==> src/rtl/time_uart_reporter_pkg.sv <==
// time_uart_reporter_pkg
// Shared constants for the serial time reporter: ASCII codes used in the
// "HH:MM:SS.CC\r\n" line, the layout of the packed 24-bit time bus, the
// character-index encoding of the line and the transmitter FSM encoding.
package time_uart_reporter_pkg;

    // ASCII codes
    localparam logic [7:0] ASCII_ZERO  = 8'h30;
    localparam logic [7:0] ASCII_COLON = 8'h3A;
    localparam logic [7:0] ASCII_DOT   = 8'h2E;
    localparam logic [7:0] ASCII_CR    = 8'h0D;
    localparam logic [7:0] ASCII_LF    = 8'h0A;

    // Packed time bus layout: hour [23:19], min [18:13], sec [12:7], cs [6:0]
    localparam int TIME_W    = 24;
    localparam int HOUR_LSB  = 19;
    localparam int HOUR_W    = 5;
    localparam int MIN_LSB   = 13;
    localparam int MIN_W     = 6;
    localparam int SEC_LSB   = 7;
    localparam int SEC_W     = 6;
    localparam int MSEC_LSB  = 0;
    localparam int MSEC_W    = 7;

    // Largest legal value of each field; larger values are clamped
    localparam logic [6:0] HOUR_MAX = 7'd23;
    localparam logic [6:0] MIN_MAX  = 7'd59;
    localparam logic [6:0] SEC_MAX  = 7'd59;
    localparam logic [6:0] MSEC_MAX = 7'd99;

    // Line layout, character index 0..12
    localparam int         LINE_LEN     = 13;
    localparam int         CHAR_IDX_W   = 4;
    localparam logic [3:0] CHAR_HOUR_T  = 4'd0;
    localparam logic [3:0] CHAR_HOUR_O  = 4'd1;
    localparam logic [3:0] CHAR_COLON_A = 4'd2;
    localparam logic [3:0] CHAR_MIN_T   = 4'd3;
    localparam logic [3:0] CHAR_MIN_O   = 4'd4;
    localparam logic [3:0] CHAR_COLON_B = 4'd5;
    localparam logic [3:0] CHAR_SEC_T   = 4'd6;
    localparam logic [3:0] CHAR_SEC_O   = 4'd7;
    localparam logic [3:0] CHAR_DOT     = 4'd8;
    localparam logic [3:0] CHAR_MSEC_T  = 4'd9;
    localparam logic [3:0] CHAR_MSEC_O  = 4'd10;
    localparam logic [3:0] CHAR_CR      = 4'd11;
    localparam logic [3:0] CHAR_LF      = 4'd12;
    localparam logic [3:0] CHAR_LAST    = CHAR_IDX_W'(LINE_LEN - 1);

    // Transmitter FSM encoding
    localparam logic [1:0] ST_IDLE  = 2'd0;
    localparam logic [1:0] ST_START = 2'd1;
    localparam logic [1:0] ST_DATA  = 2'd2;
    localparam logic [1:0] ST_STOP  = 2'd3;

endpackage

==> src/rtl/time_uart_reporter_bin2ascii_2digit.sv <==
// bin2ascii_2digit
// Clamps a 7-bit field to a maximum, then splits it into tens and ones
// ASCII digits. Purely combinational; the tens digit comes from a chain of
// compares against multiples of ten so no divider is needed.
//   value      : field value (0..127)
//   clamp_max  : largest value passed through (must be <= 99)
//   tens_ascii : '0' + value / 10
//   ones_ascii : '0' + value % 10
module bin2ascii_2digit
    import time_uart_reporter_pkg::*;
(
    input  logic [6:0] value,
    input  logic [6:0] clamp_max,
    output logic [7:0] tens_ascii,
    output logic [7:0] ones_ascii
);

    logic [6:0] clamped;
    logic [3:0] tens;
    logic [6:0] rem;

    always_comb begin
        clamped = (value > clamp_max) ? clamp_max : value;
        tens    = 4'd0;
        // Highest multiple of ten not above the value wins
        for (int i = 1; i <= 9; i++) begin
            if (clamped >= 7'(i * 10)) begin
                tens = 4'(i);
            end
        end
        rem        = clamped - (7'({3'b000, tens}) * 7'd10);
        tens_ascii = ASCII_ZERO + {4'b0000, tens};
        ones_ascii = ASCII_ZERO + {1'b0, rem};
    end

endmodule

==> src/rtl/time_uart_reporter.sv <==
// time_uart_reporter
// Snapshots the packed time bus on a send request and transmits it as the
// 13-character line "HH:MM:SS.CC\r\n" over a UART 8N1 link.
//   clk     : system clock, rising edge
//   reset   : asynchronous, active-low reset
//   i_time  : packed time (hour [23:19], min [18:13], sec [12:7], cs [6:0])
//   i_send  : single-cycle request, ignored while busy
//   o_tx    : UART line, idle high, registered
//   o_busy  : high while a line is being transmitted
//   o_done  : one-cycle pulse when the last stop bit ends
module time_uart_reporter
    import time_uart_reporter_pkg::*;
#(
    parameter int CLK_FREQ = 100_000_000,
    parameter int BAUD     = 9600
) (
    input  logic              clk,
    input  logic              reset,
    input  logic [TIME_W-1:0] i_time,
    input  logic              i_send,
    output logic              o_tx,
    output logic              o_busy,
    output logic              o_done
);

    localparam int BAUD_DIV = CLK_FREQ / BAUD;
    localparam int CNT_W    = (BAUD_DIV > 1) ? $clog2(BAUD_DIV) : 1;
    localparam logic [CNT_W-1:0] BAUD_LAST = CNT_W'(BAUD_DIV - 1);

    logic [1:0]            state_q, state_d;
    logic [CNT_W-1:0]      baud_cnt_q, baud_cnt_d;
    logic [2:0]            bit_idx_q, bit_idx_d;
    logic [CHAR_IDX_W-1:0] char_idx_q, char_idx_d;
    logic [TIME_W-1:0]     snap_q, snap_d;
    logic [7:0]            shift_q, shift_d;
    logic                  tx_q, tx_d;
    logic                  busy_q, busy_d;
    logic                  done_q, done_d;

    logic [7:0] hour_t, hour_o, min_t, min_o, sec_t, sec_o, msec_t, msec_o;
    logic [7:0] cur_char;

    bin2ascii_2digit u_hour (
        .value      ({2'b00, snap_q[HOUR_LSB +: HOUR_W]}),
        .clamp_max  (HOUR_MAX),
        .tens_ascii (hour_t),
        .ones_ascii (hour_o)
    );

    bin2ascii_2digit u_min (
        .value      ({1'b0, snap_q[MIN_LSB +: MIN_W]}),
        .clamp_max  (MIN_MAX),
        .tens_ascii (min_t),
        .ones_ascii (min_o)
    );

    bin2ascii_2digit u_sec (
        .value      ({1'b0, snap_q[SEC_LSB +: SEC_W]}),
        .clamp_max  (SEC_MAX),
        .tens_ascii (sec_t),
        .ones_ascii (sec_o)
    );

    bin2ascii_2digit u_msec (
        .value      (snap_q[MSEC_LSB +: MSEC_W]),
        .clamp_max  (MSEC_MAX),
        .tens_ascii (msec_t),
        .ones_ascii (msec_o)
    );

    always_comb begin
        case (char_idx_q)
            CHAR_HOUR_T:  cur_char = hour_t;
            CHAR_HOUR_O:  cur_char = hour_o;
            CHAR_COLON_A: cur_char = ASCII_COLON;
            CHAR_MIN_T:   cur_char = min_t;
            CHAR_MIN_O:   cur_char = min_o;
            CHAR_COLON_B: cur_char = ASCII_COLON;
            CHAR_SEC_T:   cur_char = sec_t;
            CHAR_SEC_O:   cur_char = sec_o;
            CHAR_DOT:     cur_char = ASCII_DOT;
            CHAR_MSEC_T:  cur_char = msec_t;
            CHAR_MSEC_O:  cur_char = msec_o;
            CHAR_CR:      cur_char = ASCII_CR;
            default:      cur_char = ASCII_LF;
        endcase
    end

    // The character byte is picked up when the start bit ends, by which time
    // the snapshot is settled; the line value is computed one bit ahead.
    always_comb begin
        state_d    = state_q;
        baud_cnt_d = baud_cnt_q;
        bit_idx_d  = bit_idx_q;
        char_idx_d = char_idx_q;
        snap_d     = snap_q;
        shift_d    = shift_q;
        tx_d       = tx_q;
        busy_d     = busy_q;
        done_d     = 1'b0;

        case (state_q)
            ST_IDLE: begin
                tx_d   = 1'b1;
                busy_d = 1'b0;
                if (i_send) begin
                    state_d    = ST_START;
                    snap_d     = i_time;
                    tx_d       = 1'b0;
                    busy_d     = 1'b1;
                    baud_cnt_d = '0;
                    char_idx_d = '0;
                end
            end
            ST_START: begin
                if (baud_cnt_q == BAUD_LAST) begin
                    state_d    = ST_DATA;
                    baud_cnt_d = '0;
                    bit_idx_d  = 3'd0;
                    tx_d       = cur_char[0];
                    shift_d    = {1'b0, cur_char[7:1]};
                end else begin
                    baud_cnt_d = baud_cnt_q + 1'b1;
                end
            end
            ST_DATA: begin
                if (baud_cnt_q == BAUD_LAST) begin
                    baud_cnt_d = '0;
                    if (bit_idx_q == 3'd7) begin
                        state_d = ST_STOP;
                        tx_d    = 1'b1;
                    end else begin
                        bit_idx_d = bit_idx_q + 1'b1;
                        tx_d      = shift_q[0];
                        shift_d   = {1'b0, shift_q[7:1]};
                    end
                end else begin
                    baud_cnt_d = baud_cnt_q + 1'b1;
                end
            end
            default: begin
                // Stop bit: chain straight into the next start bit, or finish
                if (baud_cnt_q == BAUD_LAST) begin
                    baud_cnt_d = '0;
                    if (char_idx_q == CHAR_LAST) begin
                        state_d    = ST_IDLE;
                        char_idx_d = '0;
                        tx_d       = 1'b1;
                        busy_d     = 1'b0;
                        done_d     = 1'b1;
                    end else begin
                        state_d    = ST_START;
                        char_idx_d = char_idx_q + 1'b1;
                        tx_d       = 1'b0;
                    end
                end else begin
                    baud_cnt_d = baud_cnt_q + 1'b1;
                end
            end
        endcase
    end

    always_ff @(posedge clk or negedge reset) begin
        if (!reset) begin
            state_q    <= ST_IDLE;
            baud_cnt_q <= '0;
            bit_idx_q  <= 3'd0;
            char_idx_q <= '0;
            snap_q     <= '0;
            shift_q    <= 8'h00;
            tx_q       <= 1'b1;
            busy_q     <= 1'b0;
            done_q     <= 1'b0;
        end else begin
            state_q    <= state_d;
            baud_cnt_q <= baud_cnt_d;
            bit_idx_q  <= bit_idx_d;
            char_idx_q <= char_idx_d;
            snap_q     <= snap_d;
            shift_q    <= shift_d;
            tx_q       <= tx_d;
            busy_q     <= busy_d;
            done_q     <= done_d;
        end
    end

    assign o_tx   = tx_q;
    assign o_busy = busy_q;
    assign o_done = done_q;

endmodule

==> config.mk <==
export PLATFORM = sky130hd
export DESIGN_NAME = time_uart_reporter
export DESIGN_NICKNAME = d
export VERILOG_FILES = /design/src/rtl/time_uart_reporter_pkg.sv /design/src/rtl/time_uart_reporter_bin2ascii_2digit.sv /design/src/rtl/time_uart_reporter.sv
export SDC_FILE = /design/constraint.sdc
export NUM_CORES = 1
export LEC_CHECK = 0
export ABC_AREA = 1
export CAP_MARGIN = 40
export CORE_ASPECT_RATIO = 2
export CORE_MARGIN = 2
export CORE_UTILIZATION = 65
export DETAILED_ROUTE_END_ITERATION = 16
export PLACE_DENSITY = 0.88
export SLEW_MARGIN = 20
export SYNTH_ARGS = -nofsm -noshare
export SYNTH_HDL_FRONTEND = slang
export SYNTH_SLANG_ARGS = --single-unit
export TNS_END_PERCENT = 5
==> constraint.sdc <==
create_clock -name clk -period 6.8 [get_ports clk]
set_clock_uncertainty 0.15 [all_clocks]
set_input_delay 1.02 -clock clk [delete_from_list [all_inputs] [get_ports clk]]
set_output_delay 1.02 -clock clk [all_outputs]
set_load 0.01 [all_outputs]
Word-level counts from Yosys, hierarchy flattened

Index checks and enable logic that the tools add are counted.

Register bits: 58
Input port bits: 27
Logic and storage cells: 180

$add $sub $neg: 15
Multipliers: 4
$lt $le $gt $ge: 40
Equal/unequal tests: 21
Mux-type cells: 76
Bitwise gates (word level): 1
Reductions and logical operators: 14

Operators with widths:

| cell                    | number |
|---|---|
| $pmux W8 S11            | 1 |
| $ge A7 B6 Y1 const B    | 12 |
| $ge A7 B7 Y1 const B    | 12 |
| $mux W3                 | 19 |
| $ge A7 B5 Y1 const B    | 8 |
| $mux W4                 | 11 |
| $mux W14                | 3 |
| $add A6 B7 Y8 const A   | 4 |
| $add A6 B4 Y7 const A   | 4 |
| $ge A7 B4 Y1 const B    | 4 |
| $sub A7 B7 Y7           | 4 |
| $mux W2                 | 13 |
| $mul A4 B3 Y6 const B   | 4 |
| $mux W8                 | 3 |
| $eq A4 B4 Y1 const B    | 5 |
| $eq A4 B3 Y1 const B    | 4 |
| $mux W1                 | 16 |
| $pmux W8 S2             | 1 |
| $add A14 B1 Y14 const B | 1 |
| $eq A14 B14 Y1 const B  | 1 |
| $gt A6 B6 Y1 const B    | 2 |
| $mux W6                 | 2 |
| $ne A2 B2 Y1 const B    | 5 |
| $reduce_and A3 Y1       | 3 |
| 25 further kinds        | 29 |

Longest topological paths before layout

Word-level depth: 18
Mapped depth: 27

Cells and area by module

A second synthesis with hierarchy kept.

Cell total of the unflattened synthesis: 986
Area total of the unflattened synthesis: 7209.4 sq um

By module, submodules not included:

| module                        | instances | cells each | area an instance (sq um) |
|---|---|---|---|
| time_uart_reporter            | 1         | 416        | 3435.8 |
| bin2ascii_2digit (u_msec ...) | 2         | 142        | 984.7 |
| bin2ascii_2digit (u_min)      | 1         | 144        | 913.4 |
| bin2ascii_2digit (u_hour)     | 1         | 142        | 890.9 |

Least setup slack after synthesis

Ideal clock, no wire load.

Kind: reg2reg
Start point: register snap_q[6]
End point: register shift_q[4]
Setup time: 0.087 ns
Arrival: 3.438 ns
Data required time: 6.563 ns
Setup slack: 3.125 ns
Stages on the path, launching flop included: 23
Clock period less this slack: 3.675 ns
Cells stage by stage: dfrtp_1 nand2_2 clkinv_2 a21oi_2 nand2_1 a21oi_1 nand2_1 nand2_1 nand2_1 nand2_1 nand2_2 ha_1 ha_1 fa_1 inv_1 ha_1 xor2_1 o221ai_1 a21oi_1 ha_1 o211ai_1 nand2_1 a22oi_1

Cells in the longest elaborated chain, start to end: 18
Elaborated cells between the ends (all ways): 27

Ends and longest elaborated chain:

| what                   | RTL line                                  | source |
|---|---|---|
| start, declared        | time_uart_reporter.sv:34                  | `logic [TIME_W-1:0] snap_q, snap_d;` |
| start signal, assigned | time_uart_reporter.sv:179                 | `snap_q <= snap_d;` |
| $gt A7 B7 Y1           | time_uart_reporter_bin2ascii_2digit.sv:23 | `clamped = (value > clamp_max) ? clamp_max : value;` |
| $mux W7 (*)            | time_uart_reporter_bin2ascii_2digit.sv:23 |  |
| $ge A7 B4 Y1           | time_uart_reporter_bin2ascii_2digit.sv:27 | `if (clamped >= 7'(i * 10)) begin` |
| $mux W1                | time_uart_reporter_bin2ascii_2digit.sv:27 |  |
| $mux W2 (2 in series)  | time_uart_reporter_bin2ascii_2digit.sv:27 |  |
| $mux W3 (4 in series)  | time_uart_reporter_bin2ascii_2digit.sv:27 |  |
| $mux W4 (2 in series)  | time_uart_reporter_bin2ascii_2digit.sv:27 |  |
| $mul A4 B3 Y6          | time_uart_reporter_bin2ascii_2digit.sv:31 | `rem = clamped - (7'({3'b000, tens}) * 7'd10);` |
| $sub A7 B7 Y7          | time_uart_reporter_bin2ascii_2digit.sv:31 |  |
| $add A6 B7 Y8          | time_uart_reporter_bin2ascii_2digit.sv:33 | `ones_ascii = ASCII_ZERO + {1'b0, rem};` |
| $pmux W8 S11 (*)       | time_uart_reporter.sv:72                  | `case (char_idx_q)` |
| $mux W8 (*)            | time_uart_reporter.sv:116                 | `if (baud_cnt_q == BAUD_LAST) begin` |
| $pmux W8 S2 (*)        | time_uart_reporter.sv:102                 | `case (state_q)` |
| end signal, assigned   | time_uart_reporter.sv:180                 | `shift_q <= shift_d;` |
| end, declared          | time_uart_reporter.sv:35                  | `logic [7:0] shift_q, shift_d;` |

Mark *: on every way between the ends. The rest lies on a longest branch, timed or not. The select of a mux whose other input is x is not followed.
A chain may end at the register's enable or synchronous reset.

Worst setup path in the final report

Start point: register snap_q[2]
End point: register shift_q[4]

The elaborated chain is that of the path after synthesis.

==> impl_metrics.csv <==
group,metric,value,unit
sta,holdWs,0.3182,ns
worst_setup_path,ff2ff_path_depth,22,
place,gp_congestion,1.071,
power_and_ir_drop,vdd_ir_drop_max,0.3294,mV
floorplanning,initial_utilization,66.72,%
synth,synth_top_family_by_area,"simple AND/OR/NAND/NOR gates",
worst_setup_path,cp_max_fo,6,
power_and_ir_drop,p_leak,2.513,nW
synth,synthFlopType,"dfrtp_1",
cts,cts_inserted_buffers,9,
layout,post-route-util,76.27,%
cts,cts_buffer_depth,2,
floorplanning,io_pins,30,
synth,synth.area.mux_share,2.039,%
cts,cts_setup_buffers,0,
cts,cts.sinks,57,
sta,fin_setup_tns,0,ns
worst_setup_path,crit_end,"shift_q[4]",
worst_setup_path,required,6.90,ns
worst_setup_path,start_kind,"flip-flop",
global_routing,grtUsageMet1,29.05,%
worst_setup_path,critPathCaptureType,"flip-flop",
synth,syn_area,4418,um2
detailed_routing,vias,4250,
layout,drive_gt1_share,9.390,%
global_routing,grt_max_degree,58,
synth,synth_compound_area_share,16.28,%
sta,fmax,245.8,MHz
sta,layout_min_cycle_time,4.069,ns
detailed_routing,wl_per_cell,15.23,um
worst_setup_path,crit_start,"snap_q[2]",
worst_setup_path,crit_buf_inv,1,
synth,netlist_instances,605,
layout,fill_cells,499,
worst_setup_path,slowest_stage,"fa_1",
synth,synth_cell_type_count,48,
sta,finalSetupViolCount,0,
cts,clk_pin_slew,0.05,ns
synth,synthAdderAreaFrac,13.03,%
global_routing,gr-usage-met3,6.419,%
run,max-cap-violations,0,
sta,tightest_slew,0.7275,ns
sta,hold_viol_final,0,
floorplanning,dieArea,7512,um2
cts,insertion_delay,0.34,ns
global_routing,busiest_layer,"met2",
status,status,"complete, no violations",
cts,cts_tree,"done",
sta,slew_headroom,51.50,%
hold_path,hold_class,"flip-flop to flip-flop",
worst_setup_path,critPathArrivalTime,4.17,ns
global_routing,grt_usage,32.50,%
synth,synth_area_per_cell,7.302,um2
worst_setup_path,cp_slowest_stage_delay,0.48,ns
synth,synth_nets,675,
layout,final_cell_mix,"nand2_1, inv_1, nor2_1",
detailed_routing,via_per_inst,5.846,
sta,rsz0062_at_grt,"no",
cts,root_buffer,"clkbuf_16",
place,io_buffers,29,
worst_setup_path,crit_path_frequent_cell,"nand2_1",
floorplanning,core,6621,um2
detailed_routing,dr.pass1.iters,9,
global_routing,gr-total-overflow,0,
synth,yosysSeqAreaShare,32.31,%
worst_setup_path,r2r_end,"shift_q[4]",
detailed_routing,drc,0,
global_routing,antenna_found_initial,0,
global_routing,grt_pass1_vias,4425,
power_and_ir_drop,powerDensity,567.4,nW/um2
worst_setup_path,cpLargestDelayFamily,"adder cells",
layout,syn2layout_area_growth,14.30,%
synth,synthArstFlopShare,100.0,%
synth,yosysWarnings,0,
detailed_routing,postRouteAntennaNets,0,
synth,synth-xor-area-share,1.388,%
synth,ys_seq_elements,57,
sta,fin_crit_sh,59.83,%
sta,setup_ws,2.731,ns
floorplanning,die_x,62.30,um
layout,nets,704,
cts,cts_hold_buf,0,
global_routing,grt_pass1_wl,18.91,mm
worst_setup_path,crit_type,"flip-flop to flip-flop",
cts,cts_resized,0,
place,dpl_worst_slack,2.800,ns
synth,synthSimpleGateAreaFrac,24.64,%
cts,htreeDepth,3,
worst_setup_path,cp.depth,22,
detailed_routing,drtIter0Drc,331,
worst_setup_path,crit_chain,"nor2_1 -> nand2_1 -> a21oi_2 -> nand2_1 -> a21oi_1 -> nand2_1 -> nand2_1 -> nand2_1 -> nand2_1 -> nand2_2 -> ha_1 -> ha_1 -> fa_1 -> inv_1 -> ha_1 -> xor2_1 -> o221ai_1 -> a21oi_1 -> ha_1 -> o211ai_1 -> nand2_1 -> a22oi_1",
hold_path,hp-start,"baud_cnt_q[13]",
layout,num_antenna_cells,0,
floorplanning,num_rows,42,
synth,synth_edf_count,0,
detailed_routing,wirelength,11.07,mm
worst_setup_path,rr_startpoint,"snap_q[2]",
worst_setup_path,r2r_slack,2.73,ns
sta,slew_violations,0,
layout,layout_commonest_cell,"nand2_1",
global_routing,use_met2,62.30,%
floorplanning,die_y,120.6,um
place,dp_hpwl,8.541,mm
-- flip-flops by register name, indices dropped and copies added (netlist names) --
| signal | cells |
|---|---|
| char_idx_q | 4 |
| state_q | 2 |
| o_busy | 1 |
| bit_idx_q | 3 |
| o_done | 1 |
| o_tx | 1 |
| shift_q | 7 |
| snap_q | 24 |
| baud_cnt_q | 14 |
-- power by group --
group / switching (W) / total [W] / internal [W]
clock: 0.000162 / 0.000408 / 0.000246
sequential: 0.000108 / 0.000553 / 0.000445
combinational: 0.00121 / 0.00190 / 0.000693
total: 0.00148 / 0.00287 / 0.00138
-- how the worst min path moves through the flow --
stage                           endpoint  slack [ns]  cells after the start
final                     baud_cnt_q[13]        0.32                      1
after global routing      baud_cnt_q[13]        0.35                      1
after CTS                 baud_cnt_q[13]        0.32                      1
after detailed placement  baud_cnt_q[13]        0.31                      1
after global placement    baud_cnt_q[13]        0.30                      1
after floorplan           baud_cnt_q[13]        0.29                      1
-- cell type report --
cell class | count | area [um2] | share of cell area (%)
multi-input combinational | 429 | 2535 | 50.20
sequential | 57 | 1428 | 28.27
inverter | 105 | 395.4 | 7.830
timing repair buffer | 32 | 307.8 | 6.095
clock buffer | 10 | 229.0 | 4.534
tap | 88 | 110.1 | 2.180
clock inverter | 6 | 45.04 | 0.8920
-- cell families (layout without fill, tap and decap cells) --
logic type,after synthesis,after routing
compound gates,118,118
xor+xnor,7,7
fa+ha+maj,43,43
buf+inv,119,153
flops,57,57
mux,8,8
simple gates,253,253
-- per-layer routing --
metal  routed length [um]  vias up
met5                    0        -
met4                  728        0
met3                  370       65
met2                 6254      130
met1                 3720     2020
li1                     -     2035
-- metrics by stage --
step / instances / cell area [um2] / power, W
finish: 727 / 5050 / 0.002865
global placement: 710 / 4768 / 0.002306
floorplan: 605 / 4418 / 0.001925
detailed placement: 711 / 4776 / 0.002391
global route: 727 / 5050 / 0.003150
CTS: 727 / 5050 / 0.002829
-- synth_stat cells (2+ instances only) --
library cell | number | area share [%]
a211oi_1 | 5 | 0.85
a21oi_1 | 41 | 4.6
a21oi_2 | 2 | 0.40
a22oi_1 | 3 | 0.51
a31oi_1 | 6 | 0.85
a32o_1 | 3 | 0.68
clkbuf_1 | 12 | 1.0
dfrtp_1 | 56 | 32
fa_1 | 5 | 2.3
ha_1 | 38 | 11
inv_1 | 95 | 8.1
inv_2 | 8 | 0.68
mux2_2 | 8 | 2.0
nand2_1 | 116 | 9.9
nand2_2 | 7 | 0.99
nand3_1 | 16 | 1.8
nand4_1 | 4 | 0.57
nor2_1 | 83 | 7.1
nor2_2 | 4 | 0.57
nor2_4 | 2 | 0.51
nor3_1 | 13 | 1.5
nor3_2 | 2 | 0.45
o2111ai_1 | 3 | 0.59
o211ai_1 | 3 | 0.51
o21ai_0 | 30 | 3.4
o21ai_1 | 2 | 0.23
o221ai_1 | 2 | 0.40
o22ai_1 | 7 | 0.99
o311ai_0 | 2 | 0.40
o31ai_1 | 2 | 0.34
o32ai_1 | 2 | 0.40
or2_2 | 2 | 0.28
xnor2_1 | 2 | 0.40
xor2_1 | 5 | 0.99
Note: power is estimated with default switching activity, not from simulation.
